===== config.mk =====
export PLATFORM = sky130hd
export DESIGN_NAME = audio_pkt_sched
export DESIGN_NICKNAME = d
export VERILOG_FILES = /design/src/rtl/audio_pkt_pkg.sv /design/src/rtl/audio_pkt_flush_timer.sv /design/src/rtl/audio_pkt_sched.sv
export SDC_FILE = /design/constraint.sdc
export NUM_CORES = 1
export LEC_CHECK = 0
export BUFFER_PORTS_ARGS = -buffer_cell sky130_fd_sc_hd__buf_2
export CORE_AREA = 2 2 140 128
export DETAILED_ROUTE_END_ITERATION = 12
export DIE_AREA = 0 0 142 130
export SYNTH_ARGS = -nofsm -noshare
export SYNTH_HDL_FRONTEND = slang
export SYNTH_SLANG_ARGS = --single-unit

===== constraint.sdc =====
create_clock -name clk -period 2.8 [get_ports clk]
set_input_delay 0.42 -clock clk [delete_from_list [all_inputs] [get_ports clk]]
set_output_delay 0.42 -clock clk [all_outputs]
set_load 0.02 [all_outputs]

===== src/rtl/audio_pkt_pkg.sv =====
// Shared types and constants for the audio packet scheduler.
// State encodings, word/byte conversion and default packet sizing.
package audio_pkt_pkg;

    typedef enum logic [2:0] {
        ST_IDLE      = 3'd0,
        ST_START     = 3'd1,
        ST_SEND      = 3'd2,
        ST_WAIT_DONE = 3'd3,
        ST_GAP       = 3'd4
    } pkt_state_t;

    localparam int unsigned BYTES_PER_WORD    = 4;
    localparam int unsigned DEF_PKT_WORDS     = 256;
    localparam int unsigned DEF_FLUSH_TIMEOUT = 50000;

    function automatic logic [15:0] words_to_bytes(input logic [15:0] words);
        return words * 16'(BYTES_PER_WORD);
    endfunction

endpackage


===== src/rtl/audio_pkt_flush_timer.sv =====
// Idle timer for a partially filled FIFO: counts while enabled and saturates
// at TIMEOUT-1, which is reported on expired.
module audio_pkt_flush_timer
    import audio_pkt_pkg::*;
#(
    parameter int unsigned TIMEOUT = DEF_FLUSH_TIMEOUT
) (
    input  logic clk,
    input  logic rst_n,
    input  logic clear,
    input  logic count_en,
    output logic expired
);

    localparam int unsigned     CNT_W = (TIMEOUT > 1) ? $clog2(TIMEOUT) : 1;
    localparam logic [CNT_W-1:0] TC   = CNT_W'((TIMEOUT > 0) ? TIMEOUT - 1 : 0);

    logic [CNT_W-1:0] flush_cnt;

    always_ff @(posedge clk or negedge rst_n) begin
        if (!rst_n) begin
            flush_cnt <= '0;
        end else if (clear) begin
            flush_cnt <= '0;
        end else if (count_en && (flush_cnt != TC)) begin
            flush_cnt <= flush_cnt + CNT_W'(1);
        end
    end

    assign expired = (flush_cnt == TC);

endmodule


===== src/rtl/audio_pkt_sched.sv =====
// Read-side scheduler between the audio sample FIFO and the UDP transmit core:
// launches full or timed-out flush packets and paces FIFO pops to word requests.
module audio_pkt_sched
    import audio_pkt_pkg::*;
#(
    parameter int unsigned ADDR_WIDTH    = 10,
    parameter int unsigned DATA_WIDTH    = 32,
    parameter int unsigned PKT_WORDS     = DEF_PKT_WORDS,
    parameter int unsigned FLUSH_TIMEOUT = DEF_FLUSH_TIMEOUT,
    parameter int unsigned IFG_CYCLES    = 16
) (
    input  logic                  clk,
    input  logic                  rst_n,
    input  logic                  enable,
    input  logic [ADDR_WIDTH:0]   fifo_rd_water_level,
    input  logic                  fifo_empty,
    input  logic [DATA_WIDTH-1:0] fifo_rd_data,
    output logic                  fifo_rd_en,
    output logic                  tx_start_en,
    output logic [15:0]           tx_byte_num,
    input  logic                  tx_req,
    output logic [DATA_WIDTH-1:0] tx_data,
    input  logic                  tx_done,
    output logic                  busy,
    output logic                  underflow,
    output logic [15:0]           pkt_cnt
);

    localparam int unsigned     LVL_W    = ADDR_WIDTH + 1;
    localparam int unsigned     GAP_W    = (IFG_CYCLES > 1) ? $clog2(IFG_CYCLES) : 1;
    localparam logic [LVL_W-1:0] PKT_LVL = LVL_W'(PKT_WORDS);
    localparam logic [GAP_W-1:0] GAP_LAST = GAP_W'((IFG_CYCLES > 0) ? IFG_CYCLES - 1 : 0);

    pkt_state_t       state_q, state_d;
    logic [LVL_W-1:0] words_left_q, words_left_d;
    logic [GAP_W-1:0] gap_cnt_q, gap_cnt_d;
    logic [15:0]      byte_num_q, byte_num_d;
    logic [15:0]      pkt_cnt_q, pkt_cnt_d;
    logic             underflow_q, underflow_d;
    logic             pop, start_pulse;
    logic             rd_en_q;
    logic [DATA_WIDTH-1:0] data_hold_q;
    logic             flush_expired, flush_clear, flush_count_en;

    assign flush_clear    = (state_q != ST_IDLE) || fifo_empty || !enable;
    assign flush_count_en = (fifo_rd_water_level < PKT_LVL);

    audio_pkt_flush_timer #(
        .TIMEOUT (FLUSH_TIMEOUT)
    ) u_flush_timer (
        .clk      (clk),
        .rst_n    (rst_n),
        .clear    (flush_clear),
        .count_en (flush_count_en),
        .expired  (flush_expired)
    );

    // The packet length is loaded straight into words_left on leaving IDLE,
    // so no separate pkt_words register is kept.
    always_comb begin
        state_d      = state_q;
        words_left_d = words_left_q;
        gap_cnt_d    = gap_cnt_q;
        byte_num_d   = byte_num_q;
        pkt_cnt_d    = pkt_cnt_q;
        underflow_d  = underflow_q;
        pop          = 1'b0;
        start_pulse  = 1'b0;

        case (state_q)
            ST_IDLE: begin
                if (enable && (fifo_rd_water_level >= PKT_LVL)) begin
                    words_left_d = PKT_LVL;
                    byte_num_d   = words_to_bytes(16'(PKT_LVL));
                    state_d      = ST_START;
                end else if (enable && !fifo_empty && flush_expired) begin
                    words_left_d = fifo_rd_water_level;
                    byte_num_d   = words_to_bytes(16'(fifo_rd_water_level));
                    state_d      = ST_START;
                end
            end
            ST_START: begin
                start_pulse = 1'b1;
                state_d     = ST_SEND;
            end
            ST_SEND: begin
                pop = tx_req && (words_left_q != '0);
                if (pop) begin
                    words_left_d = words_left_q - LVL_W'(1);
                    if (fifo_empty) begin
                        underflow_d = 1'b1;
                    end
                end
                if (tx_done) begin
                    words_left_d = '0;
                    pkt_cnt_d    = pkt_cnt_q + 16'd1;
                    gap_cnt_d    = '0;
                    state_d      = ST_GAP;
                end else if (words_left_d == '0) begin
                    state_d = ST_WAIT_DONE;
                end
            end
            ST_WAIT_DONE: begin
                if (tx_done) begin
                    pkt_cnt_d = pkt_cnt_q + 16'd1;
                    gap_cnt_d = '0;
                    state_d   = ST_GAP;
                end
            end
            ST_GAP: begin
                if (gap_cnt_q == GAP_LAST) begin
                    state_d = ST_IDLE;
                end else begin
                    gap_cnt_d = gap_cnt_q + GAP_W'(1);
                end
            end
            default: state_d = ST_IDLE;
        endcase
    end

    always_ff @(posedge clk or negedge rst_n) begin
        if (!rst_n) begin
            state_q      <= ST_IDLE;
            words_left_q <= '0;
            gap_cnt_q    <= '0;
            byte_num_q   <= '0;
            pkt_cnt_q    <= '0;
            underflow_q  <= 1'b0;
            rd_en_q      <= 1'b0;
            data_hold_q  <= '0;
        end else begin
            state_q      <= state_d;
            words_left_q <= words_left_d;
            gap_cnt_q    <= gap_cnt_d;
            byte_num_q   <= byte_num_d;
            pkt_cnt_q    <= pkt_cnt_d;
            underflow_q  <= underflow_d;
            rd_en_q      <= pop;
            if (rd_en_q) begin
                data_hold_q <= fifo_rd_data;
            end
        end
    end

    // FIFO data is passed through on the cycle after a pop and held otherwise.
    assign tx_data     = rd_en_q ? fifo_rd_data : data_hold_q;
    assign fifo_rd_en  = pop;
    assign tx_start_en = start_pulse;
    assign tx_byte_num = byte_num_q;
    assign busy        = (state_q != ST_IDLE);
    assign underflow   = underflow_q;
    assign pkt_cnt     = pkt_cnt_q;

endmodule


# ---- Yosys cells after proc, flatten, opt, wreduce, memory -nomap -nowiden
# Index checks and enable logic that the tools add are counted.
dict set report totals {
  out_inout_bits 68
  regBits 100
}
dict set report classes {
  n_eq_ne 13
  order_cmp 2
  reduce_logical 24
  add_sub_neg 4
  muxes 23
}
# cell n
set ops {}
lappend ops {{16-bit 2-to-1 mux} 4}
lappend ops {{11-bit 2-to-1 mux} 5}
lappend ops {{16-bit by 1-bit adder with 16-bit output, second input constant} 2}
lappend ops {{32-bit 2-to-1 mux} 1}
lappend ops {{11-bit case mux with 2 select lines} 1}
lappend ops {{3-bit 2-to-1 mux} 6}
lappend ops {{16-bit == test, second input constant} 1}
lappend ops {{16-bit != test, second input constant} 1}
lappend ops {{3-bit case mux with 5 select lines} 1}
lappend ops {{11-bit by 9-bit greater-or-equal comparator with 1-bit output, second input constant} 1}
lappend ops {{11-bit zero test} 1}
lappend ops {{11-bit by 9-bit < comparator with 1-bit output, second input constant} 1}
lappend ops {{11-bit nonzero test} 1}
lappend ops {{11-bit by 1-bit subtractor with 11-bit output, second input constant} 1}
lappend ops {{4-bit 2-to-1 mux} 2}
lappend ops {{4-bit case mux with 2 select lines} 1}
lappend ops {{2-bit nonzero test} 4}
lappend ops {{3-bit by 2-bit == test with 1-bit output, second input constant} 2}
lappend ops {{2-bit != test, second input constant} 3}
lappend ops {{3-bit != test, second input constant} 2}
lappend ops {{2-bit AND reduction} 3}
lappend ops {{3-bit AND reduction} 2}
lappend ops {{1-bit logical AND} 5}
lappend ops {{4-bit by 1-bit adder with 4-bit output, second input constant} 1}
lappend ops {{other kinds (11)} 14}

# ---- Logic depth before layout (Yosys ltp)
dict set report depth {
  ltp_word 8
  depth_mapped 7
  ltp_nobuf 7
}

# ---- Hierarchy
# From an unflattened synthesis, not the netlist that was laid out.
dict set report hier_totals {
  cells_unflattened 423
  hier_area_um2 4589.4
}
# mod cells_each area_per_inst_um2 n_inst
set by_module_without_submodules {}
lappend by_module_without_submodules {audio_pkt_sched 330 3666.0 1}
lappend by_module_without_submodules {audio_pkt_flush_timer 93 923.4 1}

# ---- Worst setup path before layout
# No wires, ideal clock.
dict set report synth_path {
  path_type {flip-flop to flip-flop}
  start {register words_left_q[4]}
  end {register state_q[0]}
  slack_ns 0.636
  stages_incl_launch_ff 7
  setup_time_ns 0.080
  t_required_ns 2.720
  period_less_slack_ns 2.164
  t_arrival_ns 2.084
  path_cell_list {dfrtp_1 > or4_4 > buf_6 > o311ai_4 > nand3_1 > or4b_1 > o22ai_2}
}
dict set report synth_via {
  elab_chain_cells 7
}
# element line
set synth_lines {}
lappend synth_lines {{from (decl)} audio_pkt_sched.sv:35} ;# logic [LVL_W-1:0] words_left_q, words_left_d;
lappend synth_lines {{from (signal assigned)} audio_pkt_sched.sv:133} ;# words_left_q <= words_left_d;
lappend synth_lines {{branches (longest 2 deep; another with 11-bit by 1-bit subtractor with 11-bit output)} --}
lappend synth_lines {{11-bit 2-to-1 mux *} audio_pkt_sched.sv:88} ;# if (pop) begin
lappend synth_lines {{11-bit 2-to-1 mux *} audio_pkt_sched.sv:70} ;# case (state_q)
lappend synth_lines {{11-bit zero test *} audio_pkt_sched.sv:99} ;# end else if (words_left_d == '0) begin
lappend synth_lines {{3-bit != test (no source line) *} --}
lappend synth_lines {{4-bit AND reduction (no source line) *} --}
lappend synth_lines {{to (signal assigned)} audio_pkt_sched.sv:132} ;# state_q <= state_d;
lappend synth_lines {{to (decl)} audio_pkt_sched.sv:34} ;# pkt_state_t state_q, state_d;
# Every way passes the cells marked *. The select of a mux whose other input is x is not followed.
# A chain may end at the register's enable or synchronous reset.

# ---- Worst setup path in the final report
dict set report layout_path {
  start {register words_left_q[4]}
  end {output fifo_rd_en}
}
dict set report layout_via {
  elab_chain_cells 3
}
# element line
set layout_lines {}
lappend layout_lines {{11-bit nonzero test} audio_pkt_sched.sv:87} ;# pop = tx_req && (words_left_q != '0);
lappend layout_lines {{1-bit logical AND} audio_pkt_sched.sv:87}
lappend layout_lines {{1-bit 2-to-1 mux} audio_pkt_sched.sv:70}
lappend layout_lines {{to (decl)} audio_pkt_sched.sv:18} ;# output logic fifo_rd_en,
# No other way between the ends.

==> flow_metrics.py <==
metrics = {
    "placed_design": {
        "port_buffers": 111,
        "placed_cell_count": 733,
        "routabilityCongestion": 0.923,
        "detailed_place_hpwl_mm": 8.59,
    },
    "critical_path": {
        "capturing_element_type_of_the_critical_path": "output port",
        "critPathLaunchType": "flip-flop",
        "rrSetupSlack_ns": 0.38,
        "critical_path.reg2reg.startpoint": "u_flush_timer.flush_cnt[0]",
        "path_max_fanout": 9,
        "timing.rr.end": "u_flush_timer.flush_cnt[15]",
        "cp_data_arrival_time_ns": 2.16,
        "reg2reg_depth": 6,
        "cp.required_ns": 2.38,
        "path_class": "flip-flop to output port",
    },
    "global_route": {
        "wire_length_of_the_first_global_routing_pass_mm": 18.2,
        "grt_pass1_vias": 3507,
        "grt_antenna_before_repair": 0,
        "grt_start_max_net_pins": 52,
        "grt.total_usage": 0.128,
        "globalRoute.totalOverflow": 0,
    },
    "sta": {
        "post-route-period-util": 0.921,
        "hold_slack_ns": 0.0575,
        "f_max_ghz": 0.388,
        "tightest_slew_ns": 0.696,
        "setup_repair_after_global_routing_missed_its_margin": "false",
        "timing_max_transition_violations_final": 0,
        "slew_headroom": 0.536,
        "min_period_ns": 2.58,
        "finalSetupTns_ns": 0,
        "finalClockSkew_ns": 0.00929,
        "timing_hold_violations_final": 0,
        "final-setup-viol-count": 0,
    },
    "yosys": {
        "syn_inst": 419,
        "synth.yosys.seq_area_share": 0.524,
        "post_synth_num_cell_types": 59,
        "yosys.area.top_type": "sky130_fd_sc_hd__dfrtp_1",
        "netlist_top_cells_area": "sky130_fd_sc_hd__dfrtp_1 52%, sky130_fd_sc_hd__mux2_2 8.4%, sky130_fd_sc_hd__xnor2_1 4.6%",
        "ys_async_sr_fraction": 1.00,
        "post_synthesis_sequential_element_count": 95,
        "synthTopCellsByCount": "95 x sky130_fd_sc_hd__dfrtp_1, 39 x sky130_fd_sc_hd__nand2_1, 34 x sky130_fd_sc_hd__mux2_2",
        "synth_edf_count": 0,
        "top_count_cell_post_synth": "sky130_fd_sc_hd__dfrtp_1",
        "synth_area_mm2": 0.00454,
        "post_synth.cell_area_avg_um2": 10.8,
        "synth.yosys.warnings": 0,
        "post-synth-top-area-fraction": 0.524,
        "postSynth.topFlopCell": "sky130_fd_sc_hd__dfrtp_1",
    },
    "routing": {
        "vias_per_cell": 4.72,
        "detailedRoute.firstPassIterationCount": 4,
        "drc": 0,
        "wirelength_per_cell_um": 14.9,
        "dr.first_iter.drc_count": 232,
        "wirelength_mm": 11.2,
        "drtAntennaViolNets": 0,
        "via_count": 3539,
    },
    "pwr": {
        "totalPowerFinal_mw": 5.71,
        "power_per_cell_area_mw_per_mm2": 1010,
        "vdd_ir_drop_max_mv": 0.330,
        "cellLeakagePower_nw": 2.59,
    },
    "floorplanning": {
        "dieArea_mm2": 0.0185,
        "std_cell_rows": 46,
        "boundaryPins": 117,
        "core_mm2": 0.0172,
        "die_height_um": 130,
        "die_width_um": 142,
        "start_util": 0.264,
    },
    "clocking": {
        "max-clock-path-buffers": 2,
        "clkSlewWorstSetupHoldPaths_ns": 0.08,
        "cts.sink_count": 95,
        "tritoncts": "yes",
        "cts-root-buf": "sky130_fd_sc_hd__clkbuf_16",
        "cts.htree.levels": 3,
        "cts_setup_buffers": 0,
        "cts_made_buffers": 9,
        "worst_skew_pair.late_latency_ns": 0.36,
    },
    "cells_and_area": {
        "area.growth.synth_to_final_pct": 24.3,
        "layout-drive-gt1-share": 0.323,
        "fin_util": 0.328,
        "antennaDiodeCount": 0,
        "finish.net_count": 581,
        "fin_cells": 749,
    },
    "status": {
        "outcome": "completed",
    },
    "job": {
        "max-cap-violations": 0,
    },
    "hold_path": {
        "worst_hold_path_type": "input pin to asynchronous set/reset pin",
    },
}
## layer usage
metal	vias to the layer above	global-route usage	share of wire
li1	1696	-	-
met1	1720	0.170	0.48
met2	109	0.198	0.44
met3	14	0.0374	0.057
met4	0	0.0465	0.018
met5	-	0	0
## worst max-delay path: stages, from the launching register on
cell	delay [ns]
sky130_fd_sc_hd__dfrtp_1	0.46
sky130_fd_sc_hd__or4_4	0.65
sky130_fd_sc_hd__o41ai_4	0.33
sky130_fd_sc_hd__nor2_1	0.17
sky130_fd_sc_hd__buf_2	0.19
## cells by family after synthesis
| logic type | Yosys count | synth area share |
|---|---|---|
| buffers and inverters | 36 | 0.0359 |
| other | 1 | 0.000827 |
| and+or+nand+nor | 155 | 0.178 |
| xor gates and xnor gates | 30 | 0.0579 |
| adders and majority gates | 4 | 0.0110 |
| AOI/OAI and AO/OA | 54 | 0.0852 |
| DFF | 95 | 0.524 |
| muxes | 44 | 0.106 |
## state kept, by name, indices dropped and copies added, names as in the netlist
| register | flops |
|---|---|
| data_hold_q | 32 |
| gap_cnt_q | 4 |
| pkt_cnt | 16 |
| rd_en_q | 1 |
| state_q | 3 |
| tx_byte_num | 11 |
| u_flush_timer.flush_cnt | 16 |
| underflow | 1 |
| words_left_q | 11 |
## placed cells by master, fill, tap and decap left out, types with 10 or more instances in the layout
master                    netlist  routed
sky130_fd_sc_hd__buf_2          1     110
sky130_fd_sc_hd__nand3_1       20      20
sky130_fd_sc_hd__nand2_1       39      39
sky130_fd_sc_hd__dfrtp_1       95      95
sky130_fd_sc_hd__mux2i_1       10      10
sky130_fd_sc_hd__inv_1         12      12
sky130_fd_sc_hd__mux2_2        34      34
sky130_fd_sc_hd__xnor2_1       24      24
sky130_fd_sc_hd__nor2_1        31      31
sky130_fd_sc_hd__a21oi_1       13      13
## per-stage QoR
stage	setup WS, ns	cell area, µm²
global placement	0.447	5330
floorplan	0.636	4550
CTS	0.0810	5640
global route	0.111	5640
detailed placement	0.395	5330
finish	0.223	5640
## report_power, final
part / internal (mW) / switching, mW
Sequential: 1.81 / 0.290
Combinational: 0.935 / 1.46
Clock: 0.633 / 0.585
## worst max path at each step
stage | from | cells after the start | end
after floorplan | words_left_q[4] | 6 | state_q[0]
after global placement | words_left_q[4] | 4 | fifo_rd_en
after detailed placement | u_flush_timer.flush_cnt[0] | 6 | u_flush_timer.flush_cnt[15]
after CTS | words_left_q[4] | 4 | fifo_rd_en
after global routing | words_left_q[4] | 4 | fifo_rd_en
final | words_left_q[4] | 4 | fifo_rd_en
## final cells by class
type                    instances  area, µm²
multi-input cells             292       2020
flip-flops and latches         95       2380
clock buffers                   9        225
repair buffers                118        623
well taps                     216        270
inverters                      12       45.0
clock inverters                 7       76.3
fillers                      1787      11600
## repair_timing
| item | CTS | global route |
|---|---|---|
| hold buffers | 0 | 0 |
| pin swaps | 0 | 1 |
| resized for setup | 1 | 0 |
| setup endpoints to repair | 1 | 1 |
Note: power is estimated with default switching activity, not from simulation.
